==> config.mk <==
export PLATFORM = sky130hd
export DESIGN_NAME = fifo_packer
export DESIGN_NICKNAME = d
export VERILOG_FILES = /design/src/rtl/fifo_packer.sv
export SDC_FILE = /design/constraint.sdc
export NUM_CORES = 1
export LEC_CHECK = 0
export BUFFER_PORTS_ARGS = -buffer_cell sky130_fd_sc_hd__buf_2
export CAP_MARGIN = 25
export CORE_AREA = 2 2 101 103
export DETAILED_ROUTE_END_ITERATION = 10
export DIE_AREA = 0 0 103 105
export HOLD_SLACK_MARGIN = 0.1
export PLACE_DENSITY = 0.55
export SYNTH_ARGS = -nofsm -noshare
export SYNTH_HDL_FRONTEND = slang
export SYNTH_SLANG_ARGS = --single-unit
==> constraint.sdc <==
create_clock -name sys_clk -period 1.6 [get_ports sys_clk]
set_input_delay 0.08 -clock sys_clk [delete_from_list [all_inputs] [get_ports sys_clk]]
set_output_delay 0.08 -clock sys_clk [all_outputs]
set_load 0.02 [all_outputs]
==> src/rtl/fifo_packer.sv <==
// fifo_packer: packs FWFT FIFO lanes into ratio-lane little-endian words with flush and backpressure
module fifo_packer #(
  parameter int data_width = 8,
  parameter int ratio = 4
) (
  input  logic                          sys_clk,
  input  logic                          sys_rst,
  input  logic [data_width-1:0]         fifo_data,
  input  logic                          fifo_empty,
  output logic                          fifo_read_en,
  input  logic                          flush,
  output logic [data_width*ratio-1:0]   out_data,
  output logic                          out_valid,
  input  logic                          out_ack,
  output logic [$clog2(ratio):0]        out_count
);
  localparam int cw = $clog2(ratio) + 1;
  localparam int iw = $clog2(ratio);
  logic [ratio-1:0][data_width-1:0] acc_q, acc_d, word_q, word_d;
  logic [cw-1:0] cnt_q, cnt_d, ocnt_q, ocnt_d;
  logic fp_q, fp_d, vld_q, vld_d, move, pop;
  logic [iw-1:0] idx;
  always_comb begin
    move = (!vld_q || out_ack) && (cnt_q == cw'(ratio) || (fp_q && cnt_q != '0));
    pop = !fifo_empty && !sys_rst && !fp_q && (cnt_q < cw'(ratio) || move);
    idx = move ? '0 : cnt_q[iw-1:0];
    acc_d = acc_q;
    cnt_d = move ? '0 : cnt_q;
    word_d = word_q;
    ocnt_d = ocnt_q;
    vld_d = move || (vld_q && !out_ack);
    fp_d = !move && !(fp_q && cnt_q == '0) && (fp_q || flush);
    if (move) begin
      ocnt_d = cnt_q;
      for (int k = 0; k < ratio; k++) word_d[k] = cw'(k) < cnt_q ? acc_q[k] : '0;
    end
    if (pop) begin
      acc_d[idx] = fifo_data;
      cnt_d = cnt_d + cw'(1);
    end
  end
  always_ff @(posedge sys_clk) begin
    if (sys_rst) begin
      acc_q <= '0;
      cnt_q <= '0;
      word_q <= '0;
      ocnt_q <= '0;
      vld_q <= 1'b0;
      fp_q <= 1'b0;
    end else begin
      acc_q <= acc_d;
      cnt_q <= cnt_d;
      word_q <= word_d;
      ocnt_q <= ocnt_d;
      vld_q <= vld_d;
      fp_q <= fp_d;
    end
  end
  assign fifo_read_en = pop;
  assign out_data = word_q;
  assign out_valid = vld_q;
  assign out_count = ocnt_q;
endmodule

==> results of run 1 <==
## worst max-delay path: cells and delay by family (launching register included)
kind	cells	cell delay, ns
and+or+nand+nor	1	0.06
buffers and inverters	4	0.51
AOI/OAI and AO/OA	1	0.20
DFF	1	0.36
## layout make-up
type / count / area [µm²] / area share [%]
Tap cell: 133 / 166 / 4.53
Inverter: 11 / 41.3 / 1.12
Clock buffer: 10 / 128 / 3.47
Clock inverter: 6 / 115 / 3.13
Multi-Input combinational cell: 213 / 1240 / 33.9
Timing Repair Buffer: 76 / 529 / 14.4
Sequential cell: 72 / 1450 / 39.5
## per-layer routing
metal | vias up | track usage (%) | routed length [µm]
li1 | 1203 | - | -
met2 | 52 | 19.7 | 2960
met4 | 0 | 5.83 | 130
met5 | - | 0 | 0
met1 | 1068 | 18.2 | 3370
met3 | 9 | 2.74 | 290
## stage by stage
stage | hold slack, ns | total power [W] | utilization, %
3_3_place_gp | 0.356 | 0.00211 | 34.1
4_1_cts | 0.104 | 0.00389 | 37.8
2_1_floorplan | 0.228 | 0.00203 | -
5_1_grt | 0.152 | 0.00398 | 38.1
3_5_place_dp | 0.356 | 0.00211 | 34.1
6_report | 0.136 | 0.00384 | 38.1
## cell usage after synthesis (all sizes together) (2+ instances only)
library cell / instances
dfxtp: 72
nand2: 51
a21oi: 45
nand3: 36
nand2b: 25
mux2i: 24
inv: 11
buf: 10
clkbuf: 10
o21ai: 10
ha: 4
nor2: 4
a21o: 2
o31ai: 2
## worst paths after layout
| kind | end | slack, ns | cells past startpoint |
|---|---|---|---|
| worst min register to register | out_data[11]$_SDFFE_PP0P_ | 0.45 | 2 |
| worst max register to register | out_data[23]$_SDFFE_PP0P_ | 0.07 | 5 |
| worst max-delay path | fifo_read_en | 0.06 | 6 |
| worst min-delay path | cnt_q[1]$_SDFF_PP0_ | 0.14 | 4 |
## report_power, final
| group | internal [W] | switching, W |
|---|---|---|
| registers | 0.00182 | 0.0000235 |
| clock network | 0.00105 | 0.000704 |
| logic | 0.000105 | 0.000139 |
| total | 0.00298 | 0.000866 |
## sequential cells by signal, indices dropped and copies added, names as in the netlist
signal,cells
fp_q,1
out_valid,1
cnt_q,3
acc_q,32
out_data,32
out_count,3
## cell usage in the layout, fill, tap and decap left out, types with 2 or more instances in the layout
| cell type | n |
|---|---|
| dfxtp_4 | 2 |
| nand2_1 | 49 |
| buf_4 | 11 |
| a21o_1 | 2 |
| dlygate4sd3_1 | 9 |
| mux2i_1 | 24 |
| buf_12 | 3 |
| a21oi_1 | 44 |
| dfxtp_1 | 69 |
| nand2b_1 | 25 |
| clkbuf_8 | 9 |
| o21ai_1 | 9 |
| nor2_1 | 4 |
| nand3_1 | 36 |
| buf_6 | 5 |
| inv_1 | 10 |
| ha_1 | 4 |
| inv_6 | 2 |
| bufinv_16 | 3 |
| buf_2 | 48 |
## cells by family (layout without fill, tap and decap cells)
family                     count (synthesis)  after routing
and+or+nand+nor                          122            122
muxes                                     24             24
buffers and inverters                     31            103
adders and majority gates                  4              4
AOI/OAI and AO/OA                         63             63
DFF                                       72             72
## what timing repair did
item,in CTS,in global routing
pin swaps,0,1
endpoints found under the setup margin,5,33
endpoints found under the hold margin,28,0
gates resized for setup,5,12
buffers inserted,2,0
hold buffers,9,0
==> impl_metrics.tcl, run 1 <==
set metrics [dict create \
    status "finished, final reports clean" \
    cts.clk_slew.worst_paths_ns 0.07 \
    required_ns 1.52 \
    cpMostUsedCell "buf_4" \
    p_leak_nw 1.61 \
    hold_violations 0 \
    drive_gt1_share_pct 24.0 \
    grt_pass1_wl_mm 11.0 \
    die_y_um 105 \
    layout.nets 400 \
    antenna_found_initial 0 \
    yosys_most_used_dff "dfxtp_1" \
    overflow 0 \
    core-area_um2 9640 \
    num_vias 2332 \
    syn-cell-area_um2 2830 \
    synth_adder_area_share_pct 1.77 \
    die_w_um 103 \
    hp-start "fifo_empty" \
    pre_cts_slack_ns 0.0135 \
    ant_nets 0 \
    setup_viol_count_final 0 \
    num_rows 36 \
    synthTopCellsByArea "dfxtp_1, mux2i_1, a21oi_1" \
    cts_root_buf "clkbuf_8" \
    vdd_drop_max_mv 0.516 \
    finalCritPeriodShare_pct 96.0 \
    fin_cells 521 \
    cpPeakStageDelay_ns 0.36 \
    placed_cells 494 \
    slew-limit-headroom_pct 56.0 \
    tritoncts "yes" \
    syn_avg_cell_area_um2 8.94 \
    min_period_ns 1.54 \
    yosys.cell_types.count 29 \
    portBuffers 49 \
    drv_cap 0 \
    wl_per_cell_um 13.0 \
    synth_xor_area_share_pct 0 \
    drv_slew 0 \
    clock_sinks 72 \
    max_freq_mhz 651 \
    cts_htree_levels 3 \
    p_per_area_nw_per_um2 1050 \
    crit_chain "buf_4, o31ai_2, buf_4, nand2_4, inv_2, buf_6" \
    synth_edf_count 0 \
    drt-total-wl_mm 6.76 \
    drtIter0Drc 84 \
    grt_pass1_vias 2201 \
    totalNegativeSetupSlack_ns 0 \
    cp-start-kind "register" \
    diodes 0 \
    yosys.area_share.simple_pct 20.9 \
    syn_nets 333 \
    gp_congestion 0.799 \
    grt.total_usage_pct 13.2 \
    grt_max_degree 73 \
    drc_errors 0 \
    synthArstFlopShare_pct 0 \
    synth_top_family_by_area "simple AND/OR/NAND/NOR gates" \
    ios 50 \
    cts_buffers 9 \
    critPathMaxFanout 5 \
    min_path_type "input pin to register" \
    cp.arrival_ns 1.46 \
    via_per_inst 4.48 \
    synth_top_area_share_pct 51.0 \
    yosysSeqAreaShare_pct 51.0 \
    first_pass_iters 4 \
    finClkSkew_ns 0.00773 \
    r2r_start "cnt_q[0]$_SDFF_PP0_" \
    final_area_um2 3670 \
    worstMarginPinSlew_ns 0.661 \
    start_util_pct 29.3 \
    clk_latency_ns 0.35 \
    final.setup.worst_slack_ns 0.0636 \
    synthMuxAreaShare_pct 8.50 \
    dp_hpwl_mm 4.50 \
    syn-instance-count 316 \
    synth-compound-area-share_pct 12.5 \
    fillCellCount 1026 \
    yosys.area.top_type "dfxtp_1" \
    ys.warnings.count 0 \
    rsz0062_at_grt "yes" \
    ys_seq_elements 72 \
    worst_path_max_delay_cell "dfxtp_4" \
    crit_start "cnt_q[0]$_SDFF_PP0_" \
    dieArea_um2 10800 \
    syn_to_final_growth_pct 30.1 \
    cts.path.max_buffers 2 \
    worst_setup_path_end_kind "output port" \
    placed_cell_area_um2 3280 \
    worstSetupPathType "register to output port" \
]
(Power assumes the default switching activity.)
==> run 2: changes to the inputs <==
Settings changed: CTS_BUF_LIST from default to sky130_fd_sc_hd__clkbuf_4 sky130_fd_sc_hd__clkbuf_8, SKIP_CTS_REPAIR_TIMING from default to 1.
==> run 2 against run 1 <==
Against the previous run: sequential power hardly changed; core utilization down 0.052 points; register-to-register slack got worse by 0.02 ns; total power increased by 0.71%; first-iteration DRC count up 4.8%; largest cell class unchanged; highest routed layer unchanged.
==> impl_metrics.tcl, run 2 (synthesized netlist as in run 1, its figures left out) <==
set metrics [dict create \
    gp_congestion 0.799 \
    grt_pass1_wl_mm 10.9 \
    worstMarginPinSlew_ns 0.662 \
    num_rows 36 \
    setup_viol_count_final 0 \
    portBuffers 49 \
    worstSetupPathType "register to output port" \
    final_cell_mix "dfxtp_1, nand2_1, buf_2, a21oi_1, nand3_1" \
    m1WireLength_mm 3.32 \
    core-area_um2 9640 \
    wl_met3_um 333 \
    finalCritPeriodShare_pct 97.8 \
    antenna_found_initial 0 \
    drv_cap 0 \
    hold_violations 0 \
    diodes 0 \
    dp_hpwl_mm 4.50 \
    wl_per_cell_um 13.1 \
    first_pass_iters 4 \
    clk_latency_ns 0.35 \
    drt-total-wl_mm 6.82 \
    finClkSkew_ns 0.00733 \
    dieArea_um2 10800 \
    via_per_inst 4.54 \
    cts_buffers 9 \
    worst_setup_path_end_kind "output port" \
    layout.nets 400 \
    grt.total_usage_pct 13.0 \
    ant_nets 0 \
    dr_wl_met2_mm 3.07 \
    p_leak_nw 1.61 \
    vdd_drop_max_mv 0.526 \
    utilization_pct 38.1 \
    ios 50 \
    drc_errors 0 \
    die_y_um 105 \
    rsz0062_at_grt "yes" \
    critPathMaxFanout 6 \
    cts_htree_levels 3 \
    clock_sinks 72 \
    drv_slew 0 \
    die_w_um 103 \
    drive_gt1_share_pct 25.0 \
    num_vias 2367 \
    cts.clk_slew.worst_paths_ns 0.07 \
    cts_root_buf "clkbuf_8" \
    grt_max_degree 73 \
    status "finished, final reports clean" \
    tritoncts "yes" \
    cp.arrival_ns 1.48 \
    cts.path.max_buffers 2 \
    required_ns 1.52 \
    routed.top_layer "met4" \
    p_per_area_nw_per_um2 1050 \
    grt_pass1_vias 2141 \
    max_freq_mhz 639 \
    drtIter0Drc 88 \
    min_period_ns 1.56 \
    layout_commonest_cell "dfxtp_1" \
    syn_to_final_growth_pct 29.9 \
    overflow 0 \
    cp-start-kind "register" \
    min_path_type "input pin to register" \
    finalPower_w 0.00387 \
    slew-limit-headroom_pct 55.9 \
    start_util_pct 29.3 \
]
-- run 2: cell count changes in the layout (fill, tap and decap cells not counted), moves of 2 or more --
cell,delta
o21ai_1,-2
nand2_2,+2
o21ai_2,+2
buf_6,-3
buf_4,+3
-- run 2: final timing paths --
check	startpoint	to	slack, ns	cells after the start
max	cnt_q[0]$_SDFF_PP0_	fifo_read_en	0.04	6
min reg2reg	out_data[18]$_SDFFE_PP0P_	out_data[18]$_SDFFE_PP0P_	0.45	2
max reg2reg	cnt_q[0]$_SDFF_PP0_	out_data[23]$_SDFFE_PP0P_	0.05	5
min	fifo_empty	cnt_q[1]$_SDFF_PP0_	0.12	4
-- run 2: critical path, cell delays in order, from the launching register on --
cell	delay, ns
dfxtp_4	0.37
buf_4	0.15
o31ai_2	0.20
buf_4	0.16
nand2_2	0.07
inv_2	0.08
buf_6	0.11
-- run 2: cell type report --
cell class,count,area [µm²]
Fill cell,1025,5970
Sequential cell,72,1450
Multi-Input combinational cell,213,1250
Timing Repair Buffer,76,518
Tap cell,133,166
Clock buffer,10,131
Clock inverter,6,115
Inverter,11,41.3
-- run 2: where the power goes --
| part | internal, W | leakage [nW] | switching [W] |
|---|---|---|---|
| Clock | 0.00106 | 0.121 | 0.000716 |
| Sequential | 0.00183 | 0.583 | 0.0000237 |
| Combinational | 0.000102 | 0.903 | 0.000139 |
-- run 2: stage by stage --
step / cells / area, µm² / hold slack, ns / setup slack (ns) / TNS, ns
after global routing: 521 / 3670 / 0.156 / -0.0356 / -0.115
after floorplan: 316 / 2830 / 0.228 / 0.0159 / 0
final: 521 / 3670 / 0.123 / 0.0352 / 0
after detailed placement: 494 / 3280 / 0.356 / 0.0135 / 0
after global placement: 494 / 3280 / 0.356 / 0.0827 / 0
after CTS: 510 / 3530 / -0.0148 / -0.131 / -0.144
-- run 2: metal layers --
layer | track usage, % | vias up
met3 | 2.88 | 7
met5 | 0 | -
met4 | 5.55 | 0
met1 | 18.0 | 1097
li1 | - | 1203
met2 | 19.2 | 60
==> run 3: changes to the inputs <==
Settings changed: CORE_AREA 2 2 101 103 to 2 2 77 79, DIE_AREA 0 0 103 105 to 0 0 79 81, PLACE_DENSITY 0.55 to 0.83.
==> run 3 against run 2 <==
Against the previous run: critical path depth stayed put; worst hold slack gained 0.021 ns; combinational power is 3% higher; non-clock buffer count up 4; design area down 2.7%; via count is 4.0% higher; setup slack worse by 0.034 ns; core utilization rose by 25 points; die area fell by 41%; critical path type unchanged; critical endpoint unchanged; largest power group unchanged.
==> impl_metrics.tcl, run 3 (synthesized netlist as in run 1, its figures left out) <==
set metrics [dict create \
    num_rows 28 \
    clk_latency_ns 0.34 \
    drc_errors 0 \
    min_period_ns 1.60 \
    crit_cells 6 \
    ant_nets 0 \
    syn_to_final_growth_pct 26.4 \
    max_freq_mhz 626 \
    status "finished, final reports clean" \
    start_util_pct 49.8 \
    drv_slew 0 \
    drv_cap 0 \
    cts_htree_levels 3 \
    layout.nets 404 \
    gp_congestion 0.947 \
    crit_chain "nor2b_4, o31ai_4, buf_6, nand2_2, inv_2, buf_6" \
    r2r_start "out_valid$_SDFF_PP0_" \
    cts.path.max_buffers 2 \
    rr_worst_depth 7 \
    p_per_area_nw_per_um2 932 \
    placed_cells 436 \
    cpMostUsedCell "buf_6" \
    hold_violations 0 \
    worst_setup_path_end_kind "output port" \
    grt_max_degree 39 \
    overflow 0 \
    dieArea_um2 6400 \
    critPathMaxFanout 5 \
    cts.clk_slew.worst_paths_ns 0.07 \
    core-area_um2 5680 \
    die_y_um 81 \
    diodes 0 \
    antenna_found_initial 0 \
    fin_cells 464 \
    p_leak_nw 1.60 \
    grt_pass1_vias 2269 \
    required_ns 1.52 \
    totalNegativeSetupSlack_ns 0 \
    layout_commonest_cell "dfxtp_1" \
    crit_end "fifo_read_en" \
    die_w_um 79 \
    portBuffers 49 \
    dp_hpwl_mm 4.25 \
    grt.total_usage_pct 20.2 \
    crit_start "out_valid$_SDFF_PP0_" \
    min_path_type "input pin to register" \
    crit_family "buffers and inverters" \
    drtIter0Drc 157 \
    cpPeakStageDelay_ns 0.33 \
    vdd_drop_max_mv 0.559 \
    regToRegSetupSlack_ns 0.02 \
    drt-total-wl_mm 6.42 \
    final_cell_mix "dfxtp_1, nand2_1, buf_2, a21oi_1, nand3_1" \
    drive_gt1_share_pct 25.4 \
    cp-start-kind "register" \
    clock_sinks 72 \
    wl_per_cell_um 13.8 \
    via_per_inst 5.31 \
    cts_root_buf "clkbuf_8" \
    r2r_end "acc_q[0]$_SDFFE_PP0P_" \
    num_vias 2462 \
    finalCritPeriodShare_pct 99.9 \
    cp.arrival_ns 1.52 \
    slew-limit-headroom_pct 66.0 \
    first_pass_iters 4 \
    worstSetupPathType "register to output port" \
    setup_viol_count_final 0 \
    grt_pass1_wl_mm 10.1 \
    cp.buffers_inverters 3 \
    utilization_pct 62.9 \
    worstMarginPinSlew_ns 0.508 \
    finClkSkew_ns 0.00244 \
    ios 50 \
    cts_buffers 9 \
    worst_path_max_delay_cell "dfxtp_2" \
    tritoncts "yes" \
]
-- run 3: cell count changes in the layout (fill, tap and decap cells not counted), moves of 2 or more --
cell | previous run | this run
dfxtp_2 | 2 | 4
buf_4 | 14 | 16
o21ai_1 | 7 | 9
o21ai_2 | 2 | 0
clkbuf_8 | 9 | 11
inv_6 | 2 | 0
bufinv_16 | 3 | 0
-- run 3: through the flow --
step,hold WS (ns),power (W),instance area (µm²),setup WS (ns)
CTS,-0.000872,0.00332,3390,-0.158
global route,0.167,0.00345,3570,-0.0490
finish,0.144,0.00333,3570,0.00158
global placement,0.366,0.00210,3220,0.125
detailed placement,0.357,0.00211,3220,0.0526
floorplan,0.228,0.00203,2830,0.0159
-- run 3: worst min-delay path by stage --
| stage | startpoint | endpoint | slack [ns] | cells past startpoint |
|---|---|---|---|---|
| global placement | fifo_data[0] | acc_q[24]$_SDFFE_PP0P_ | 0.37 | 3 |
| finish | fifo_empty | cnt_q[1]$_SDFF_PP0_ | 0.14 | 3 |
| global route | fifo_empty | cnt_q[0]$_SDFF_PP0_ | 0.17 | 4 |
| detailed placement | fifo_data[3] | acc_q[27]$_SDFFE_PP0P_ | 0.36 | 3 |
| CTS | fifo_data[4] | acc_q[28]$_SDFFE_PP0P_ | -0.0009 | 3 |
| floorplan | fifo_data[0] | acc_q[24]$_SDFFE_PP0P_ | 0.23 | 2 |
-- run 3: worst reg2reg max path: stages, from the launching register on --
cell     delay, ns
dfxtp_2       0.33
nor2b_4       0.13
o31ai_4       0.30
buf_4         0.18
buf_4         0.09
nand3_1       0.08
buf_4         0.22
mux2i_1       0.13
-- run 3: final cells by class --
class / count / area (µm²)
sequential: 72 / 1450
timing repair buffer: 80 / 564
multi-input combinational: 213 / 1260
inverter: 11 / 41.3
tap: 75 / 93.8
fill: 473 / 2100
clock inverter: 1 / 5.00
clock buffer: 12 / 159
-- run 3: power breakdown --
part	switching (W)	total [W]	internal, W
logic	0.000143	0.000249	0.000106
registers	0.0000250	0.00185	0.00183
clock network	0.000590	0.00123	0.000636
-- run 3: metal layers --
layer	global-route usage, %	vias up	wire (µm)
li1	-	1205	-
met1	25.7	1149	2780
met2	32.2	90	3090
met3	3.44	18	357
met4	12.8	0	196
met5	0	-	0
